--- config.mk ---
export PLATFORM = sky130hd
export DESIGN_NAME = uart_tx_arbiter_flat
export DESIGN_NICKNAME = d
export VERILOG_FILES = /design/src/rtl/uart_tx_arbiter_pkg.sv /design/src/rtl/uart_tx_arbiter_if.sv /design/src/rtl/uart_tx_arbiter_rr_picker.sv /design/src/rtl/uart_tx_arbiter.sv /design/src/flat_wrapper.sv
export SDC_FILE = /design/constraint.sdc
export NUM_CORES = 1
export LEC_CHECK = 0
export ABC_AREA = 1
export ABC_CLOCK_PERIOD_IN_PS = 4000
export BUFFER_PORTS_ARGS = -buffer_cell sky130_fd_sc_hd__buf_2
export CAP_MARGIN = 40
export CORE_AREA = 2 2 55 57
export DETAILED_ROUTE_END_ITERATION = 6
export DIE_AREA = 0 0 57 59
export GPL_ROUTABILITY_DRIVEN = 1
export PLACE_DENSITY = 0.69
export REMOVE_ABC_BUFFERS = 1
export SYNTH_ARGS = -nofsm -noshare
export SYNTH_HDL_FRONTEND = slang
export SYNTH_SLANG_ARGS = --single-unit
--- constraint.sdc ---
create_clock -name i_Clk -period 4 [get_ports i_Clk]
set_clock_uncertainty 0.05 [all_clocks]
set_input_delay 0.4 -clock i_Clk [delete_from_list [all_inputs] [get_ports i_Clk]]
set_output_delay 0.4 -clock i_Clk [all_outputs]
set_load 0.02 [all_outputs]
--- src/rtl/uart_tx_arbiter_pkg.sv ---
`default_nettype none
// ------------------------------------------------------------------------
// uart_arb_pkg - shared state encoding and helpers for uart_tx_arbiter
// Revision: 1.0
// ------------------------------------------------------------------------
package uart_arb_pkg;

   localparam int BYTE_W  = 8;
   localparam int MAX_REQ = 8;

   typedef enum logic [2:0] {
      IDLE    = 3'd0,
      LOCK    = 3'd1,
      SEND    = 3'd2,
      WAIT_HI = 3'd3,
      WAIT_LO = 3'd4,
      DONE    = 3'd5
   } arb_state_t;

   function automatic logic [2:0] onehot_to_idx(input logic [MAX_REQ-1:0] onehot);
      logic [2:0] idx;
      idx = '0;
      for (int i = 0; i < MAX_REQ; i++) begin
         if (onehot[i]) begin
            idx = idx | 3'(i);
         end
      end
      return idx;
   endfunction

endpackage
`default_nettype wire

--- src/rtl/uart_tx_arbiter_if.sv ---
`default_nettype none
// ------------------------------------------------------------------------
// uart_tx_arbiter_if - requester and Serial-side signals of the arbiter
// Revision: 1.0
// ------------------------------------------------------------------------
interface uart_tx_arbiter_if #(
   parameter int NUM_REQ = 2
);
   import uart_arb_pkg::*;

   logic [NUM_REQ-1:0]        i_req_valid;
   logic [BYTE_W*NUM_REQ-1:0] i_req_data;
   logic [NUM_REQ-1:0]        i_req_last;
   logic [NUM_REQ-1:0]        o_req_ready;
   logic [NUM_REQ-1:0]        o_grant;
   logic                      i_txd_busy;
   logic                      o_send_to_computer;
   logic [BYTE_W-1:0]         o_tx_data;
   logic                      o_timeout;

   // Arbiter side
   modport master (
      input  i_req_valid, i_req_data, i_req_last, i_txd_busy,
      output o_req_ready, o_grant, o_send_to_computer, o_tx_data, o_timeout
   );

   // Requesters plus Serial transmitter side
   modport slave (
      output i_req_valid, i_req_data, i_req_last, i_txd_busy,
      input  o_req_ready, o_grant, o_send_to_computer, o_tx_data, o_timeout
   );

endinterface
`default_nettype wire

--- src/rtl/uart_tx_arbiter_rr_picker.sv ---
`default_nettype none
// ------------------------------------------------------------------------
// rr_picker - combinational round-robin pick: first valid at/after ptr
// Revision: 1.0
// ------------------------------------------------------------------------
module rr_picker
   import uart_arb_pkg::*;
#(
   parameter int NUM_REQ = 2,
   parameter int IDX_W   = $clog2(NUM_REQ)
) (
   input  wire logic [NUM_REQ-1:0] valid,
   input  wire logic [IDX_W-1:0]   ptr,
   output logic      [NUM_REQ-1:0] grant,
   output logic      [IDX_W-1:0]   idx,
   output logic                    any
);

   logic [MAX_REQ-1:0] grant_ext;

   // Two passes: indices at/above the pointer first, then the wrapped part.
   always_comb begin
      grant = '0;
      for (int i = 0; i < NUM_REQ; i++) begin
         if ((grant == '0) && valid[i] && (i >= int'(ptr))) begin
            grant[i] = 1'b1;
         end
      end
      for (int i = 0; i < NUM_REQ; i++) begin
         if ((grant == '0) && valid[i] && (i < int'(ptr))) begin
            grant[i] = 1'b1;
         end
      end
   end

   assign grant_ext = MAX_REQ'(grant);
   assign idx       = IDX_W'(onehot_to_idx(grant_ext));
   assign any       = |valid;

endmodule
`default_nettype wire

--- src/rtl/uart_tx_arbiter.sv ---
`default_nettype none
// ------------------------------------------------------------------------
// uart_tx_arbiter - packet-locked round-robin sharing of one Serial UART TX.
// Optional UART_TX_ARB_STATS_EN adds o_tx_count. Revision: 1.0
// ------------------------------------------------------------------------
module uart_tx_arbiter
   import uart_arb_pkg::*;
#(
   parameter int NUM_REQ      = 2,
   parameter int BUSY_TIMEOUT = 16
) (
   input  wire logic         i_Clk,
   input  wire logic         i_Rst_n,
   uart_tx_arbiter_if.master bus
`ifdef UART_TX_ARB_STATS_EN
   ,
   output logic [7:0]        o_tx_count
`endif
);

   localparam int               IDX_W    = $clog2(NUM_REQ);
   localparam int               CNT_W    = $clog2(BUSY_TIMEOUT + 1);
   localparam logic [CNT_W-1:0] CNT_LAST = CNT_W'(BUSY_TIMEOUT - 1);

   arb_state_t          state;
   arb_state_t          state_nxt;
   logic [NUM_REQ-1:0]  grant;
   logic [IDX_W-1:0]    gnt_idx;
   logic [IDX_W-1:0]    rr_ptr;
   logic [IDX_W-1:0]    rr_next;
   logic [CNT_W-1:0]    to_cnt;
   logic                last_flag;
   logic [BYTE_W-1:0]   tx_data;

   logic [NUM_REQ-1:0]  pick_grant;
   logic [IDX_W-1:0]    pick_idx;
   logic                pick_any;

   logic                gnt_valid;
   logic                gnt_last;
   logic [BYTE_W-1:0]   gnt_data;
   logic                accept;
   logic                to_hit;

   rr_picker #(
      .NUM_REQ (NUM_REQ),
      .IDX_W   (IDX_W)
   ) u_picker (
      .valid (bus.i_req_valid),
      .ptr   (rr_ptr),
      .grant (pick_grant),
      .idx   (pick_idx),
      .any   (pick_any)
   );

   // Owner's lane selected through the one-hot grant register.
   always_comb begin
      gnt_valid = 1'b0;
      gnt_last  = 1'b0;
      gnt_data  = '0;
      for (int k = 0; k < NUM_REQ; k++) begin
         if (grant[k]) begin
            gnt_valid = bus.i_req_valid[k];
            gnt_last  = bus.i_req_last[k];
            gnt_data  = bus.i_req_data[k*BYTE_W +: BYTE_W];
         end
      end
   end

   assign accept  = (state == LOCK) && gnt_valid && !bus.i_txd_busy;
   assign to_hit  = (to_cnt == CNT_LAST);
   assign rr_next = (int'(gnt_idx) == NUM_REQ - 1) ? '0 : gnt_idx + IDX_W'(1);

   always_ff @(posedge i_Clk or negedge i_Rst_n) begin
      if (!i_Rst_n) begin
         state <= IDLE;
      end else begin
         state <= state_nxt;
      end
   end

   always_comb begin
      state_nxt = state;
      case (state)
         IDLE:    if (pick_any) state_nxt = LOCK;
         LOCK:    if (accept) state_nxt = SEND;
         SEND:    state_nxt = WAIT_HI;
         WAIT_HI: begin
            if (bus.i_txd_busy) begin
               state_nxt = WAIT_LO;
            end else if (to_hit) begin
               state_nxt = DONE;
            end
         end
         WAIT_LO: if (!bus.i_txd_busy) state_nxt = DONE;
         DONE:    state_nxt = last_flag ? IDLE : LOCK;
         default: state_nxt = IDLE;
      endcase
   end

   // Grant is held across the whole packet and only dropped in DONE on last.
   always_ff @(posedge i_Clk or negedge i_Rst_n) begin
      if (!i_Rst_n) begin
         grant     <= '0;
         gnt_idx   <= '0;
         rr_ptr    <= '0;
         tx_data   <= '0;
         last_flag <= 1'b0;
         to_cnt    <= '0;
      end else begin
         case (state)
            IDLE: begin
               if (pick_any) begin
                  grant   <= pick_grant;
                  gnt_idx <= pick_idx;
               end
            end
            LOCK: begin
               if (accept) begin
                  tx_data   <= gnt_data;
                  last_flag <= gnt_last;
               end
            end
            SEND: to_cnt <= '0;
            WAIT_HI: begin
               if (!bus.i_txd_busy && !to_hit) begin
                  to_cnt <= to_cnt + CNT_W'(1);
               end
            end
            DONE: begin
               if (last_flag) begin
                  rr_ptr <= rr_next;
                  grant  <= '0;
               end
            end
            default: ;
         endcase
      end
   end

   always_comb begin
      bus.o_req_ready        = '0;
      bus.o_send_to_computer = 1'b0;
      bus.o_timeout          = 1'b0;
      case (state)
         LOCK:    if (accept) bus.o_req_ready = grant;
         SEND:    bus.o_send_to_computer = 1'b1;
         WAIT_HI: bus.o_timeout = !bus.i_txd_busy && to_hit;
         default: ;
      endcase
   end

   assign bus.o_grant   = grant;
   assign bus.o_tx_data = tx_data;

`ifdef UART_TX_ARB_STATS_EN
   // A byte counts once Serial acknowledges it by raising busy.
   always_ff @(posedge i_Clk or negedge i_Rst_n) begin
      if (!i_Rst_n) begin
         o_tx_count <= 8'd0;
      end else if ((state == WAIT_HI) && bus.i_txd_busy) begin
         o_tx_count <= o_tx_count + 8'd1;
      end
   end
`endif

endmodule
`default_nettype wire

--- src/flat_wrapper.sv ---
// flat-port wrapper written by rule: the top's interface ports become plain ports
module uart_tx_arbiter_flat import uart_arb_pkg::*;
#(
   parameter int NUM_REQ      = 2,
   parameter int BUSY_TIMEOUT = 16
)
  (i_Clk, i_Rst_n, bus_i_req_valid, bus_i_req_data, bus_i_req_last, bus_i_txd_busy, bus_o_req_ready, bus_o_grant, bus_o_send_to_computer, bus_o_tx_data, bus_o_timeout);
  uart_tx_arbiter_if #(.NUM_REQ(NUM_REQ)) bus_i ();
  input  wire logic i_Clk;
  input  wire logic i_Rst_n;
  input wire logic [$bits(bus_i.i_req_valid)-1:0] bus_i_req_valid;
  input wire logic [$bits(bus_i.i_req_data)-1:0] bus_i_req_data;
  input wire logic [$bits(bus_i.i_req_last)-1:0] bus_i_req_last;
  input wire logic [$bits(bus_i.i_txd_busy)-1:0] bus_i_txd_busy;
  output wire logic [$bits(bus_i.o_req_ready)-1:0] bus_o_req_ready;
  output wire logic [$bits(bus_i.o_grant)-1:0] bus_o_grant;
  output wire logic [$bits(bus_i.o_send_to_computer)-1:0] bus_o_send_to_computer;
  output wire logic [$bits(bus_i.o_tx_data)-1:0] bus_o_tx_data;
  output wire logic [$bits(bus_i.o_timeout)-1:0] bus_o_timeout;
  assign bus_i.i_req_valid = bus_i_req_valid;
  assign bus_i.i_req_data = bus_i_req_data;
  assign bus_i.i_req_last = bus_i_req_last;
  assign bus_i.i_txd_busy = bus_i_txd_busy;
  assign bus_o_req_ready = bus_i.o_req_ready;
  assign bus_o_grant = bus_i.o_grant;
  assign bus_o_send_to_computer = bus_i.o_send_to_computer;
  assign bus_o_tx_data = bus_i.o_tx_data;
  assign bus_o_timeout = bus_i.o_timeout;
  uart_tx_arbiter #(.NUM_REQ(NUM_REQ), .BUSY_TIMEOUT(BUSY_TIMEOUT)) u_core (.i_Clk(i_Clk), .i_Rst_n(i_Rst_n), .bus(bus_i));
endmodule
==> impl_results.html <==
<table>
<tr><th>Metric</th><th>Value</th></tr>
<tr><th colspan="2">Detailed routing</th></tr>
<tr><td>DRC marker count from the first detailed-route iteration</td><td>37</td></tr>
<tr><td>Average detailed-routed wire length per instance</td><td>12.43 um</td></tr>
<tr><td>Drt drc</td><td>0</td></tr>
<tr><td>Count of antenna-violating nets left after detailed routing</td><td>0</td></tr>
<tr><td>Routed WL</td><td>2684 um</td></tr>
<tr><td>Number of detailed-routing iterations run before antenna repair</td><td>4</td></tr>
<tr><td>Via total after detailed routing</td><td>1,113</td></tr>
<tr><td>Average via count per standard cell</td><td>5.153</td></tr>
<tr><th colspan="2">Power and ir drop</th></tr>
<tr><td>Power density over cell area</td><td>671.7 nW/um^2</td></tr>
<tr><td>Worst IR drop on VDD</td><td>0.3618 mV</td></tr>
<tr><td>Leakage power of the design</td><td>0.0007674 uW</td></tr>
<tr><th colspan="2">Worst setup path</th></tr>
<tr><td>Kind of capture point of the worst setup path</td><td>output pin</td></tr>
<tr><td>Critical-path cell list</td><td>inv_2 &gt; a21oi_2 &gt; nand2_4 &gt; nor2_2 &gt; buf_2</td></tr>
<tr><td>Reg-to-reg startpoint</td><td>u_core.to_cnt[0]</td></tr>
<tr><td>Highest-delay cell along the critical path</td><td>dfrtp_1</td></tr>
<tr><td>Family of cells with the greatest summed delay on the critical path</td><td>flip-flops</td></tr>
<tr><td>Highest cell delay on the worst timing path</td><td>0.72 ns</td></tr>
<tr><td>Path type of the worst setup path</td><td>flop to output pin</td></tr>
<tr><td>Worst endpoint data arrival time</td><td>1.80 ns</td></tr>
<tr><td>Buffers &amp; Inverters on Critical Path</td><td>2</td></tr>
<tr><td>Largest fanout on the critical path</td><td>19</td></tr>
<tr><td>Required time at the worst-slack endpoint</td><td>3.55 ns</td></tr>
<tr><td>Category of the worst setup path launch point</td><td>flop</td></tr>
<tr><td>Critical Path Start</td><td>u_core.bus.o_grant[1]</td></tr>
<tr><th colspan="2">Synthesis</th></tr>
<tr><td>Fraction of post-synthesis cell area in the top cell type by area</td><td>0.4412</td></tr>
<tr><td>Compound-gate portion of the synthesized area</td><td>0.2048</td></tr>
<tr><td>Syn Area/Cell</td><td>8.103 um^2</td></tr>
<tr><td>Simple-gate share of the synthesized area</td><td>0.2668</td></tr>
<tr><td>Synthesized-area fraction occupied by adder cells</td><td>0.02101</td></tr>
<tr><td>Gate count after technology mapping</td><td>147</td></tr>
<tr><td>Combinational family with the most area after synthesis</td><td>simple AND/OR/NAND/NOR gates</td></tr>
<tr><td>Flip-flop and latch count after synthesis</td><td>21</td></tr>
<tr><td>Leading cell type by number of instances after synthesis</td><td>nand2_1</td></tr>
<tr><td>Sequential share of the synthesized area</td><td>0.4412</td></tr>
<tr><td>Share of the synthesized netlist area taken by xor and xnor gates</td><td>0</td></tr>
<tr><td>Multiplexer fraction of the synthesized cell area</td><td>0</td></tr>
<tr><td>Top flip-flop cell by instance count after synthesis</td><td>dfrtp_1</td></tr>
<tr><td>Number of flops mapped to enable cells by yosys</td><td>0</td></tr>
<tr><td>Post-synth top cells</td><td>nand2_1, dfrtp_1, nor2_1</td></tr>
<tr><td>Post-synthesis async set-or-reset flop share</td><td>1.000</td></tr>
<tr><td>Synth area leader</td><td>dfrtp_1</td></tr>
<tr><td>Count of distinct cell types in the synthesized netlist</td><td>23</td></tr>
<tr><td>Post-synthesis instance area</td><td>1191 um^2</td></tr>
<tr><td>Yosys warnings</td><td>0</td></tr>
<tr><td>Most area-consuming cells after synthesis</td><td>dfrtp_1, nand2_1, o21ai_2</td></tr>
<tr><th colspan="2">Global route</th></tr>
<tr><td>Number of global-route vias before repair</td><td>1,060</td></tr>
<tr><td>Antenna violations before repair</td><td>0</td></tr>
<tr><td>Pin count of the biggest net entering global routing</td><td>22</td></tr>
<tr><td>Aggregate global routing overflow</td><td>0</td></tr>
<tr><td>Wire length of the first global-routing pass</td><td>4519 um</td></tr>
<tr><td>Global-route total usage across every layer</td><td>0.1695</td></tr>
<tr><th colspan="2">Clocking</th></tr>
<tr><td>CTS sink cnt</td><td>21</td></tr>
<tr><td>Hold buffer count at cts</td><td>1</td></tr>
<tr><td>H-Tree Depth</td><td>1</td></tr>
<tr><td>CTS tree</td><td>done</td></tr>
<tr><td>Maximum clock path buffer count</td><td>2</td></tr>
<tr><td>Number of resized instances in the post-cts repair step</td><td>0</td></tr>
<tr><td>Clock Root Buffer</td><td>clkbuf_4</td></tr>
<tr><td>Clock latency on the worst-skew pair</td><td>0.31 ns</td></tr>
<tr><td>Post-CTS setup buffers</td><td>0</td></tr>
<tr><td>Clock slew at reported path FFs</td><td>0.13 ns</td></tr>
<tr><td>Number of clock buffers inserted by TritonCTS</td><td>3</td></tr>
<tr><th colspan="2">Cells and area</th></tr>
<tr><td>Number of cells in the finished layout apart from fillers</td><td>216</td></tr>
<tr><td>Diodes inserted</td><td>0</td></tr>
<tr><td>Finished Core Util</td><td>0.5245</td></tr>
<tr><td>Fill cell count</td><td>272</td></tr>
<tr><td>Count of nets after finishing</td><td>211</td></tr>
<tr><td>Layout overhead on the synthesized area</td><td>19.33%</td></tr>
<tr><td>Share of cells above drive strength 1</td><td>0.3135</td></tr>
<tr><th colspan="2">Min path</th></tr>
<tr><td>Worst min path class</td><td>input port to flop</td></tr>
<tr><td>Hold_sp</td><td>bus_i_req_data[3]</td></tr>
<tr><th colspan="2">Timing</th></tr>
<tr><td>Setup ws final</td><td>1.754 ns</td></tr>
<tr><td>Worst slack on hold paths</td><td>0.3445 ns</td></tr>
<tr><td>Achievable clock frequency</td><td>0.4453 GHz</td></tr>
<tr><td>Max Slew Vio Count</td><td>0</td></tr>
<tr><td>Final Critical Period</td><td>2.246 ns</td></tr>
<tr><td>Final setup violation count</td><td>0</td></tr>
<tr><td>Setup total negative slack</td><td>0 ns</td></tr>
<tr><td>Final Hold Fails</td><td>0</td></tr>
<tr><td>Ratio of final minimum period to clock period</td><td>0.5614</td></tr>
<tr><td>Max_slew headroom</td><td>0.6253</td></tr>
<tr><td>Transition time at the pin with the least slew margin</td><td>0.5600 ns</td></tr>
<tr><td>RSZ-0062 raised after global routing</td><td>false</td></tr>
<tr><th colspan="2">Floorplan</th></tr>
<tr><td>Die Area</td><td>3363 um^2</td></tr>
<tr><td>Height of the die</td><td>59 um</td></tr>
<tr><td>Initial standard-cell utilization of the core</td><td>0.4395</td></tr>
<tr><td>Number of placed I/O pins</td><td>37</td></tr>
<tr><td>Total core area</td><td>2710 um^2</td></tr>
<tr><td>Floorplan die width</td><td>57 um</td></tr>
<tr><td>Row Count</td><td>19</td></tr>
<tr><th colspan="2">Run</th></tr>
<tr><td>Max cap viols</td><td>0</td></tr>
<tr><th colspan="2">Status</th></tr>
<tr><td>Run status</td><td>completed</td></tr>
<tr><th colspan="2">Placement</th></tr>
<tr><td>Place WS</td><td>2.124 ns</td></tr>
<tr><td>Final RePlAce weighted congestion</td><td>0.9361</td></tr>
<tr><td>Post-detailed-placement half-perimeter wirelength</td><td>2094 um</td></tr>
<tr><td>Port buffer count</td><td>36</td></tr>
<tr><td>DP Cell Count</td><td>211</td></tr>
</table>
==> per-stage QoR <==
step                      total power [uW]  area [um^2]
final                                954.8         1421
after global routing                  1053         1421
after CTS                            962.9         1421
after detailed placement             858.0         1384
after global placement               837.8         1384
after floorplan                      717.1         1165
==> path summary, 6_finish.rpt <==
path / slack [ns] / cells after the start / endpoint
worst min-delay path: 0.34 / 3 / u_core.bus.o_tx_data[3]
worst max-delay path: 1.75 / 5 / bus_o_req_ready[0]
min in group asynchronous: 0.50 / 2 / u_core.to_cnt[2]
worst max register to register: 2.24 / 10 / u_core.to_cnt[3]
max in group asynchronous: 3.07 / 2 / u_core.bus.o_tx_data[5]
worst min register to register: 0.42 / 1 / u_core.rr_ptr
==> placed cells by master, fill, tap and decap left out <==
cell	instances
a21oi_2	1
a22oi_1	9
a21oi_1	5
inv_2	2
nor2_2	1
buf_2	36
nor2_1	17
nand3_2	1
o211ai_1	1
o21ai_0	8
ha_1	2
nand2_1	37
inv_1	12
nand4_1	1
nand3_1	11
a21oi_4	1
nor3_1	2
nand2_4	1
nor3_2	1
clkbuf_4	3
o21ai_2	9
nand2_2	1
dfrtp_1	21
dlygate4sd3_1	1
clkinv_2	1
==> where the power goes <==
| group | switching (uW) | internal (uW) | leakage [uW] | total [uW] |
|---|---|---|---|---|
| Sequential | 85.4 | 294 | 0.000276 | 379 |
| Clock | 67.3 | 37.3 | 0.0000177 | 105 |
| Combinational | 305 | 165 | 0.000474 | 471 |
==> state kept, by name, summed over array words and instances, names as in the netlist <==
register	flops
u_core.state	3
u_core.bus.o_tx_data	8
u_core.to_cnt	5
u_core.gnt_idx	1
u_core.rr_ptr	1
u_core.last_flag	1
u_core.bus.o_grant	2
==> metal layers <==
layer	vias to the layer above	wire length (um)	track usage	share of wire
met5	-	0	0	0
met4	0	26	0.06977	0.0097
met3	4	89	0.02183	0.033
met2	24	1335	0.2824	0.50
met1	515	1233	0.2245	0.46
li1	570	-	-	-
==> tightest hold or removal path, delay by kind of cell <==
kind,cells,cell delay (ns)
compound gates,2,0.20
buf+inv,1,0.08
==> area by class of cell <==
cell class | instances | area [um^2] | share of cell area
clock buffers | 3 | 22.52 | 0.01585
clock inverters | 1 | 5.005 | 0.003521
inverters | 14 | 52.55 | 0.03697
multi-input cells | 109 | 586.8 | 0.4129
flip-flops and latches | 21 | 525.5 | 0.3697
well taps | 31 | 38.79 | 0.02729
repair buffers | 37 | 190.2 | 0.1338
==> kinds of logic (layout without fill, tap and decap cells) <==
kind of cell    after synthesis  in the layout
simple gates                 73             73
compound gates               34             34
flops                        21             21
buf+inv                      17             55
fa+ha+maj                     2              2
No activity file was read; power rests on OpenSTA's default activity.
